===== src/rtl/wb_dsp_wb_master_pkg.sv =====
// Shared definitions for the DSP Wishbone master.
//  - wb_state_e : FSM state encodings (idle, bus cycle in flight, retry backoff)
//  - WbCtiClassic / WbBteLinear : constant cycle-type and burst-type codes
//  - cnt_width() : width of a counter that must hold 0..max_val (at least 1 bit)
package wb_dsp_wb_master_pkg;

  typedef enum logic [1:0] {
    StIdle    = 2'd0,
    StBus     = 2'd1,
    StBackoff = 2'd2
  } wb_state_e;

  localparam logic [2:0] WbCtiClassic = 3'b000;
  localparam logic [1:0] WbBteLinear  = 2'b00;

  function automatic int unsigned cnt_width(input int unsigned max_val);
    return (max_val < 2) ? 1 : $clog2(max_val + 1);
  endfunction

endpackage


===== src/rtl/wb_dsp_master_timer.sv =====
// Counters for the DSP Wishbone master.
//  Backoff: loadable down-counter. bo_load loads RETRY_DELAY, bo_run decrements;
//  bo_done is high in the last backoff cycle so the reissue edge ends a gap of
//  exactly RETRY_DELAY idle cycles.
//  Watchdog (only with WB_DSP_MASTER_TIMEOUT_EN defined): clearable up-counter;
//  wd_limit is high in the TIMEOUT-th consecutive cycle without a termination.
//  Without the macro wd_limit is tied low and no watchdog state exists.
// Ports:
//  wb_clk, wb_rst       clock, asynchronous active-high reset
//  bo_load, bo_run      backoff load / decrement enables
//  bo_done              backoff expires at the next edge
//  wd_clr, wd_inc       watchdog clear / increment enables
//  wd_limit             watchdog reaches TIMEOUT at the next edge
module wb_dsp_master_timer
  import wb_dsp_wb_master_pkg::*;
#(
  parameter int unsigned RETRY_DELAY = 4,
  parameter int unsigned TIMEOUT     = 255
) (
  input  logic wb_clk,
  input  logic wb_rst,
  input  logic bo_load,
  input  logic bo_run,
  output logic bo_done,
  input  logic wd_clr,
  input  logic wd_inc,
  output logic wd_limit
);

  localparam int unsigned BoW = cnt_width(RETRY_DELAY);

  logic [BoW-1:0] bo_cnt_q;

  always_ff @(posedge wb_clk or posedge wb_rst) begin
    if (wb_rst) begin
      bo_cnt_q <= '0;
    end else if (bo_load) begin
      bo_cnt_q <= BoW'(RETRY_DELAY);
    end else if (bo_run && (bo_cnt_q != '0)) begin
      bo_cnt_q <= bo_cnt_q - BoW'(1);
    end
  end

  assign bo_done = (bo_cnt_q <= BoW'(1));

`ifdef WB_DSP_MASTER_TIMEOUT_EN
  localparam int unsigned WdW = cnt_width(TIMEOUT);

  logic [WdW-1:0] wd_cnt_q;

  always_ff @(posedge wb_clk or posedge wb_rst) begin
    if (wb_rst) begin
      wd_cnt_q <= '0;
    end else if (wd_clr) begin
      wd_cnt_q <= '0;
    end else if (wd_inc) begin
      wd_cnt_q <= wd_cnt_q + WdW'(1);
    end
  end

  // Compare one below the limit so the abort lands on the edge that would
  // make the count equal TIMEOUT, i.e. after exactly TIMEOUT strobe cycles.
  assign wd_limit = (wd_cnt_q == WdW'(TIMEOUT - 1));
`else
  logic unused_wd;
  assign unused_wd = wd_clr ^ wd_inc ^ (^TIMEOUT);
  assign wd_limit  = 1'b0;
`endif

endmodule


===== src/rtl/wb_dsp_wb_master.sv =====
// Wishbone B3 classic-cycle initiator for the DSP engine.
//  Accepts one single-word command when idle, runs it on the bus, and returns a
//  one-cycle response. Slave err, or rty beyond MAX_RETRY, reports rsp_err.
//  A rty backs off RETRY_DELAY idle cycles, then reissues the latched command.
//  Optional watchdog (define WB_DSP_MASTER_TIMEOUT_EN) aborts a cycle after
//  TIMEOUT strobe cycles with no termination.
// Ports:
//  wb_clk, wb_rst                    clock, asynchronous active-high reset
//  cmd_valid/cmd_ready               command handshake (ready only when idle)
//  cmd_we, cmd_adr, cmd_dat, cmd_sel command fields
//  rsp_valid, rsp_dat, rsp_err       one-cycle response, read data, error flag
//  busy                              FSM not idle
//  wb_*_o / wb_*_i                   Wishbone master interface
module wb_dsp_wb_master
  import wb_dsp_wb_master_pkg::*;
#(
  parameter int unsigned dw          = 32,
  parameter int unsigned aw          = 32,
  parameter int unsigned MAX_RETRY   = 3,
  parameter int unsigned RETRY_DELAY = 4,
  parameter int unsigned TIMEOUT     = 255
) (
  input  logic          wb_clk,
  input  logic          wb_rst,
  input  logic          cmd_valid,
  output logic          cmd_ready,
  input  logic          cmd_we,
  input  logic [aw-1:0] cmd_adr,
  input  logic [dw-1:0] cmd_dat,
  input  logic [3:0]    cmd_sel,
  output logic          rsp_valid,
  output logic [dw-1:0] rsp_dat,
  output logic          rsp_err,
  output logic          busy,
  output logic [aw-1:0] wb_adr_o,
  output logic [dw-1:0] wb_dat_o,
  output logic [3:0]    wb_sel_o,
  output logic          wb_we_o,
  output logic          wb_cyc_o,
  output logic          wb_stb_o,
  output logic [2:0]    wb_cti_o,
  output logic [1:0]    wb_bte_o,
  input  logic [dw-1:0] wb_dat_i,
  input  logic          wb_ack_i,
  input  logic          wb_err_i,
  input  logic          wb_rty_i
);

  localparam int unsigned RetryW = cnt_width(MAX_RETRY);

  wb_state_e       state_q, state_d;
  logic            cyc_q, cyc_d;
  logic [aw-1:0]   adr_q, adr_d;
  logic [dw-1:0]   dat_q, dat_d;
  logic [3:0]      sel_q, sel_d;
  logic            we_q, we_d;
  logic [RetryW-1:0] retry_q, retry_d;
  logic            rsp_valid_q, rsp_valid_d;
  logic [dw-1:0]   rsp_dat_q, rsp_dat_d;
  logic            rsp_err_q, rsp_err_d;

  logic bo_load, bo_run, bo_done;
  logic wd_clr, wd_inc, wd_limit;
  logic term, bus_fail;

  assign term   = wb_ack_i | wb_err_i | wb_rty_i;
  assign wd_inc = (state_q == StBus) & ~term;

  wb_dsp_master_timer #(
    .RETRY_DELAY (RETRY_DELAY),
    .TIMEOUT     (TIMEOUT)
  ) u_timer (
    .wb_clk   (wb_clk),
    .wb_rst   (wb_rst),
    .bo_load  (bo_load),
    .bo_run   (bo_run),
    .bo_done  (bo_done),
    .wd_clr   (wd_clr),
    .wd_inc   (wd_inc),
    .wd_limit (wd_limit)
  );

  always_comb begin
    state_d     = state_q;
    cyc_d       = cyc_q;
    adr_d       = adr_q;
    dat_d       = dat_q;
    sel_d       = sel_q;
    we_d        = we_q;
    retry_d     = retry_q;
    rsp_valid_d = 1'b0;
    rsp_dat_d   = rsp_dat_q;
    rsp_err_d   = rsp_err_q;
    bo_load     = 1'b0;
    bo_run      = 1'b0;
    wd_clr      = 1'b0;
    bus_fail    = 1'b0;

    case (state_q)
      StIdle: begin
        if (cmd_valid) begin
          adr_d   = cmd_adr;
          dat_d   = cmd_dat;
          sel_d   = cmd_sel;
          we_d    = cmd_we;
          cyc_d   = 1'b1;
          retry_d = '0;
          wd_clr  = 1'b1;
          state_d = StBus;
        end
      end
      StBus: begin
        // err > ack > rty; the watchdog only fires when no term is present.
        if (wb_err_i) begin
          bus_fail = 1'b1;
        end else if (wb_ack_i) begin
          cyc_d       = 1'b0;
          rsp_valid_d = 1'b1;
          rsp_err_d   = 1'b0;
          if (!we_q) begin
            rsp_dat_d = wb_dat_i;
          end
          state_d = StIdle;
        end else if (wb_rty_i) begin
          if (retry_q < RetryW'(MAX_RETRY)) begin
            cyc_d   = 1'b0;
            retry_d = retry_q + RetryW'(1);
            bo_load = 1'b1;
            state_d = StBackoff;
          end else begin
            bus_fail = 1'b1;
          end
        end else if (wd_limit) begin
          bus_fail = 1'b1;
        end
      end
      StBackoff: begin
        bo_run = 1'b1;
        if (bo_done) begin
          cyc_d   = 1'b1;
          wd_clr  = 1'b1;
          state_d = StBus;
        end
      end
      default: begin
        cyc_d   = 1'b0;
        state_d = StIdle;
      end
    endcase

    if (bus_fail) begin
      cyc_d       = 1'b0;
      rsp_valid_d = 1'b1;
      rsp_err_d   = 1'b1;
      state_d     = StIdle;
    end
  end

  always_ff @(posedge wb_clk or posedge wb_rst) begin
    if (wb_rst) begin
      state_q     <= StIdle;
      cyc_q       <= 1'b0;
      adr_q       <= '0;
      dat_q       <= '0;
      sel_q       <= '0;
      we_q        <= 1'b0;
      retry_q     <= '0;
      rsp_valid_q <= 1'b0;
      rsp_dat_q   <= '0;
      rsp_err_q   <= 1'b0;
    end else begin
      state_q     <= state_d;
      cyc_q       <= cyc_d;
      adr_q       <= adr_d;
      dat_q       <= dat_d;
      sel_q       <= sel_d;
      we_q        <= we_d;
      retry_q     <= retry_d;
      rsp_valid_q <= rsp_valid_d;
      rsp_dat_q   <= rsp_dat_d;
      rsp_err_q   <= rsp_err_d;
    end
  end

  assign cmd_ready = (state_q == StIdle);
  assign busy      = (state_q != StIdle);
  assign rsp_valid = rsp_valid_q;
  assign rsp_dat   = rsp_dat_q;
  assign rsp_err   = rsp_err_q;
  assign wb_adr_o  = adr_q;
  assign wb_dat_o  = dat_q;
  assign wb_sel_o  = sel_q;
  assign wb_we_o   = we_q;
  assign wb_cyc_o  = cyc_q;
  assign wb_stb_o  = cyc_q;
  assign wb_cti_o  = WbCtiClassic;
  assign wb_bte_o  = WbBteLinear;

endmodule

===== config.mk =====
export PLATFORM = sky130hd
export DESIGN_NAME = wb_dsp_wb_master
export DESIGN_NICKNAME = d
export VERILOG_FILES = /design/src/rtl/wb_dsp_wb_master_pkg.sv /design/src/rtl/wb_dsp_master_timer.sv /design/src/rtl/wb_dsp_wb_master.sv
export SDC_FILE = /design/constraint.sdc
export NUM_CORES = 1
export LEC_CHECK = 0
export ABC_AREA = 1
export CAP_MARGIN = 40
export CORE_UTILIZATION = 41
export DETAILED_ROUTE_END_ITERATION = 12
export PLACE_DENSITY = 0.81
export SLEW_MARGIN = 10
export SYNTH_ARGS = -nofsm -noshare
export SYNTH_HDL_FRONTEND = slang
export SYNTH_SLANG_ARGS = --single-unit

===== constraint.sdc =====
create_clock -name wb_clk -period 4.69 [get_ports wb_clk]
set_clock_uncertainty 0.15 [all_clocks]
set_input_delay 0.7035 -clock wb_clk [delete_from_list [all_inputs] [get_ports wb_clk]]
set_output_delay 0.7035 -clock wb_clk [all_outputs]
set_load 0.01 [all_outputs]

## After elaboration in Yosys (flattened, before gate mapping)

Cells that the tools add are included.

- Reduce and logical (&&, ||, !) cells: 13
- Eq/ne operators: 13
- Add/subtract/negate cells: 2
- Multiplexer cells: 43
- Magnitude comparators: 2
- Bitwise operators: 2

Operators by type and width:

| operator | count |
|---|---|
| $mux 1 | 26 |
| $mux 2 | 12 |
| $reduce_bool 2->1 | 5 |
| $ne 2x2->1 const B | 4 |
| $mux 3 | 2 |
| $ne 3x3->1 const B | 2 |
| $pmux 2 s3 | 1 |
| $reduce_and 6->1 | 1 |
| $reduce_and 5->1 | 1 |
| $ne 2x1->1 const B | 2 |
| $ne 4x3->1 const B | 1 |
| $ne 4x4->1 const B | 1 |
| $pmux 2 s2 | 1 |
| $reduce_and 4->1 | 1 |
| $le 3x1->1 const B | 1 |
| $ne 3x2->1 const B | 1 |
| $pmux 1 s3 | 1 |
| $reduce_and 3->1 | 1 |
| $reduce_bool 3->1 | 1 |
| $sub 3x1->3 const B | 1 |
| $add 2x1->2 const B | 1 |
| $eq 2x1->1 const B | 1 |
| $eq 2x2->1 const B | 1 |
| $logic_not 2->1 | 1 |
| other kinds (4) | 5 |

- Output and inout port bits: 112
- Bits in registers: 111
- Logic and storage cells: 86

## Logic depth before layout (Yosys ltp)

- Depth after elaboration: 8
- Depth in mapped cells: 8
- Mapped depth without buffers: 8

## Hierarchy

A second synthesis with hierarchy kept.

- Cells, all modules: 538
- Area, all modules: 4648.2 µm²

By module, submodules not included:

| module | sequential area each (µm²) | area each (µm²) | times used | cells an instance |
|---|---|---|---|---|
| wb_dsp_wb_master | 2702.6 | 4409.2 | 1 | 505 |
| wb_dsp_master_timer | 75.1 | 239.0 | 1 | 33 |

## Worst setup path after synthesis

Ideal clock, no wire load.

- Path kind: input-to-reg
- Start point: input wb_err_i
- End point: register rsp_dat_q[0], in the netlist rsp_dat[0]
- Path buffers: 1
- Stages on the path: 5
- Setup slack: 3086 ps
- Data arrival time: 1337 ps
- Library setup time: 117 ps
- Cells stage by stage: nor2_1 -> nand2_4 -> buf_6 -> nand2_1 -> nand2_1

- Longest elaborated chain between the ends: 2

Ends and longest elaborated chain:

| what | line | RTL |
|---|---|---|
| start, declared | wb_dsp_wb_master.sv:45 | `input logic wb_err_i,` |
| $not 1->1 (no source line) | - |  |
| $reduce_and 4->1 (no source line) | - |  |
| end signal, assigned | wb_dsp_wb_master.sv:180 | `rsp_dat_q <= rsp_dat_d;` |
| end, declared | wb_dsp_wb_master.sv:59 | `logic [dw-1:0] rsp_dat_q, rsp_dat_d;` |

No other way between the ends.
A chain may end at the register's enable or synchronous reset.

## Worst setup path after layout

- Start point: input cmd_valid
- End point: register retry_q[0]

- Longest elaborated chain between the ends: 2

Ends and longest elaborated chain:

| what | line | RTL |
|---|---|---|
| start, declared | wb_dsp_wb_master.sv:25 | `input logic cmd_valid,` |
| $ne 2x2->1 (no source line) | - |  |
| $reduce_and 6->1 (no source line) | - |  |
| end signal, assigned | wb_dsp_wb_master.sv:178 | `retry_q <= retry_d;` |
| end, declared | wb_dsp_wb_master.sv:57 | `logic [RetryW-1:0] retry_q, retry_d;` |

No other way between the ends.

==> results.json <==
{
  "dr_wl_met3_microns": 855,
  "met1Wirelength_microns": 4760,
  "whs_endpoint": "wb_dat_o[28]",
  "ys_types": 21,
  "cts_tree": "built",
  "grt_usage": 0.207,
  "vias": 3955,
  "slowest_stage": "nor2_8",
  "fin_crit_ns": 2.65,
  "worstHoldStart": "wb_dat_o[28]",
  "worst_r2r_path_depth": 6,
  "grt_start_max_net_pins": 72,
  "hold_class": "reg2reg",
  "final_antenna_net_count": 0,
  "grt_pass1_wl_microns": 18500,
  "period_share": 0.565,
  "syn_area_per_cell_sq_um": 8.92,
  "power_frac_comb": 0.470,
  "p_per_area_nw_per_um2": 629,
  "cpPeakStageDelay_ns": 0.69,
  "cap_violations": 0,
  "status": "complete, no violations",
  "avgViaCountPerCell": 4.66,
  "antenna_found_initial": 0,
  "drt_iter0_drc": 265,
  "power.total_mw": 4.34,
  "post_cts_buffers": 0,
  "first_pass_iters": 5,
  "r2r-end": "retry_q[0]",
  "fmax_mhz": 377,
  "fin_setup_tns_ns": 0,
  "cts-buffers-inserted": 9,
  "worstMarginPinSlew_ns": 0.891,
  "cts-resized-gates": 0,
  "crit_arrival_ns": 2.73,
  "startpoint_type": "input port",
  "max-vdd-ir-drop_mv": 0.287,
  "reg2reg_slack_ns": 2.31,
  "syn-cell-area_sq_um": 4510,
  "insertion_delay_ns": 0.35,
  "worstHoldPathCells": 2,
  "p_sw_mw": 1.54,
  "path_buf_inv": 3,
  "crit_type": "in2reg",
  "drc": 0,
  "numPortBuffers": 213,
  "final_area_sq_um": 6900,
  "cts_sinks": 111,
  "critPathTopFamily": "buffers and inverters",
  "synth_cells": 506,
  "p_clk_frac": 0.143,
  "drt_wl_total_microns": 11500,
  "clockRootBuffer": "clkbuf_8",
  "place_area_sq_um": 6680,
  "overflow": 0,
  "row_count": 37,
  "setup_violations": 0,
  "cp-end-kind": "flip-flop",
  "slew_viol_final": 0,
  "postCtsHoldBufs": 0,
  "synth-seq-cells": 111,
  "drive_gt1_frac": 0.0421,
  "clkSlewWorstSetupHoldPaths_ns": 0.09,
  "post_drt_wl_per_cell_microns": 13.6,
  "crit_chain": "clkdlybuf4s50_1 > inv_1 > nor2_8 > inv_4 > nand3_1 > o21ai_0",
  "ioPinCount": 219,
  "path_max_fanout": 71,
  "diodes": 0,
  "ys_warn_count": 0,
  "yosysSeqAreaShare": 0.615,
  "swShare": 0.355,
  "die-area_sq_um": 11400,
  "cp.required_ns": 4.77,
  "finalNetCount": 819,
  "timing.rr.start": "state_q[0]",
  "die_h_microns": 107,
  "max_slew_margin": 0.406,
  "core_area_sq_um": 10500,
  "area_delta_synth_final_pct": 52.8,
  "die_x_microns": 107,
  "wl_met2_microns": 5580,
  "rsz0062_at_grt": "false",
  "final_hold_viol_count": 0,
  "p_seq_frac": 0.387,
  "h-tree-depth": 3,
  "p_leak_nw": 3.42,
  "dpl.hpwl_microns": 8520,
  "start_util": 0.429,
  "gp_congestion": 0.795,
  "routed.top_layer": "met4",
  "clock_path_buffers": 2,
  "grt_pass1_vias": 3881,
  "power.internal_mw": 2.80
}
-- cells in the final DEF (no fill, tap or decap), types with 2 or more instances in the layout --
master	n
nor2_1	2
clkdlybuf4s50_1	213
conb_1	5
nor2_8	2
nand4_1	3
inv_1	11
inv_4	2
clkbuf_8	10
bufinv_16	2
nand3_1	42
inv_2	3
o21ai_0	7
dfrtp_1	111
buf_4	2
ha_1	4
nand2_1	282
clkinv_2	3
-- final cells by class --
| type | count | area [sq um] |
|---|---|---|
| clock buffers | 10 | 138 |
| inverters | 16 | 65.1 |
| clock inverters | 6 | 83.8 |
| fillers | 851 | 3610 |
| multi-input cells | 354 | 1490 |
| repair buffers | 216 | 2170 |
| well taps | 136 | 170 |
| flip-flops and latches | 111 | 2780 |
-- worst reg2reg max path, cell delays in order, from the launching register on --
cell and delay, ns:
dfrtp_1 0.41, inv_2 0.11, nand2_2 0.11, nor2_8 0.67, inv_4 0.50, nand3_1 0.21
o21ai_0 0.10
-- power by group through the flow --
| stage | clock network, mW | registers (mW) | logic [mW] |
|---|---|---|---|
| after floorplan | 0 | 1.88 | 0.691 |
| after global placement | 0 | 1.68 | 2.00 |
| after detailed placement | 0 | 1.69 | 2.06 |
| after CTS | 0.637 | 1.68 | 2.07 |
| after global routing | 0.671 | 1.74 | 2.24 |
| final | 0.619 | 1.68 | 2.04 |
-- cell usage after synthesis --
cell type    n  area share
a21oi_1      1      0.0011
buf_2       14       0.016
buf_4       10       0.017
buf_6        5       0.012
conb_1       1     0.00083
dfrtp_1    111        0.62
ha_1         4       0.011
inv_1       12       0.010
inv_2        3      0.0025
inv_4        1      0.0014
nand2_1    282        0.23
nand2_2      1      0.0014
nand2_4      1      0.0025
nand3_1     42       0.047
nand4_1      3      0.0042
nor2_1       3      0.0025
nor2_4       1      0.0025
nor2_8       2      0.0089
nor3_1       1      0.0011
o21ai_0      7      0.0078
o21ai_1      1      0.0011
-- metal layers --
layer,vias to the layer above,GRT usage
met3,22,0.0505
met5,-,0
met4,0,0.0910
met2,173,0.349
li1,1950,-
met1,1810,0.250
-- registers in the layout, summed over array words and instances, names as in the netlist --
register	cells
retry_q	2
rsp_dat	32
rsp_err	1
rsp_valid	1
state_q	2
u_timer.bo_cnt_q	3
wb_adr_o	32
wb_cyc_o	1
wb_dat_o	32
wb_sel_o	4
wb_we_o	1
-- stage by stage --
step,hold slack (ns),cells,setup slack [ns],util
6_report,0.326,849,2.04,0.656
5_1_grt,0.352,849,1.89,0.656
4_1_cts,0.330,849,2.01,0.656
3_5_place_dp,0.307,833,1.61,0.635
3_3_place_gp,0.302,832,1.67,0.633
2_1_floorplan,0.319,510,0.906,-
-- logic make-up (layout without fill, tap and decap cells) --
logic type               after synthesis  after routing  synth area share
flip-flops                           111            111             0.615
AND/OR/NAND/NOR                      336            336             0.304
adder cells (fa/ha/maj)                4              4            0.0111
buffers and inverters                 45            248            0.0585
AO/OA/AOI/OAI                          9              9           0.00998
other                                  1              5          0.000831
-- how the worst max path moves through the flow --
stage / depth (start not counted) / start / to
floorplan: 1 / wb_rst / retry_q[0]
global placement: 6 / cmd_valid / retry_q[0]
detailed placement: 6 / cmd_valid / retry_q[0]
CTS: 6 / cmd_valid / retry_q[1]
global route: 6 / cmd_valid / retry_q[1]
finish: 6 / cmd_valid / retry_q[0]
(Power assumes the default switching activity.)
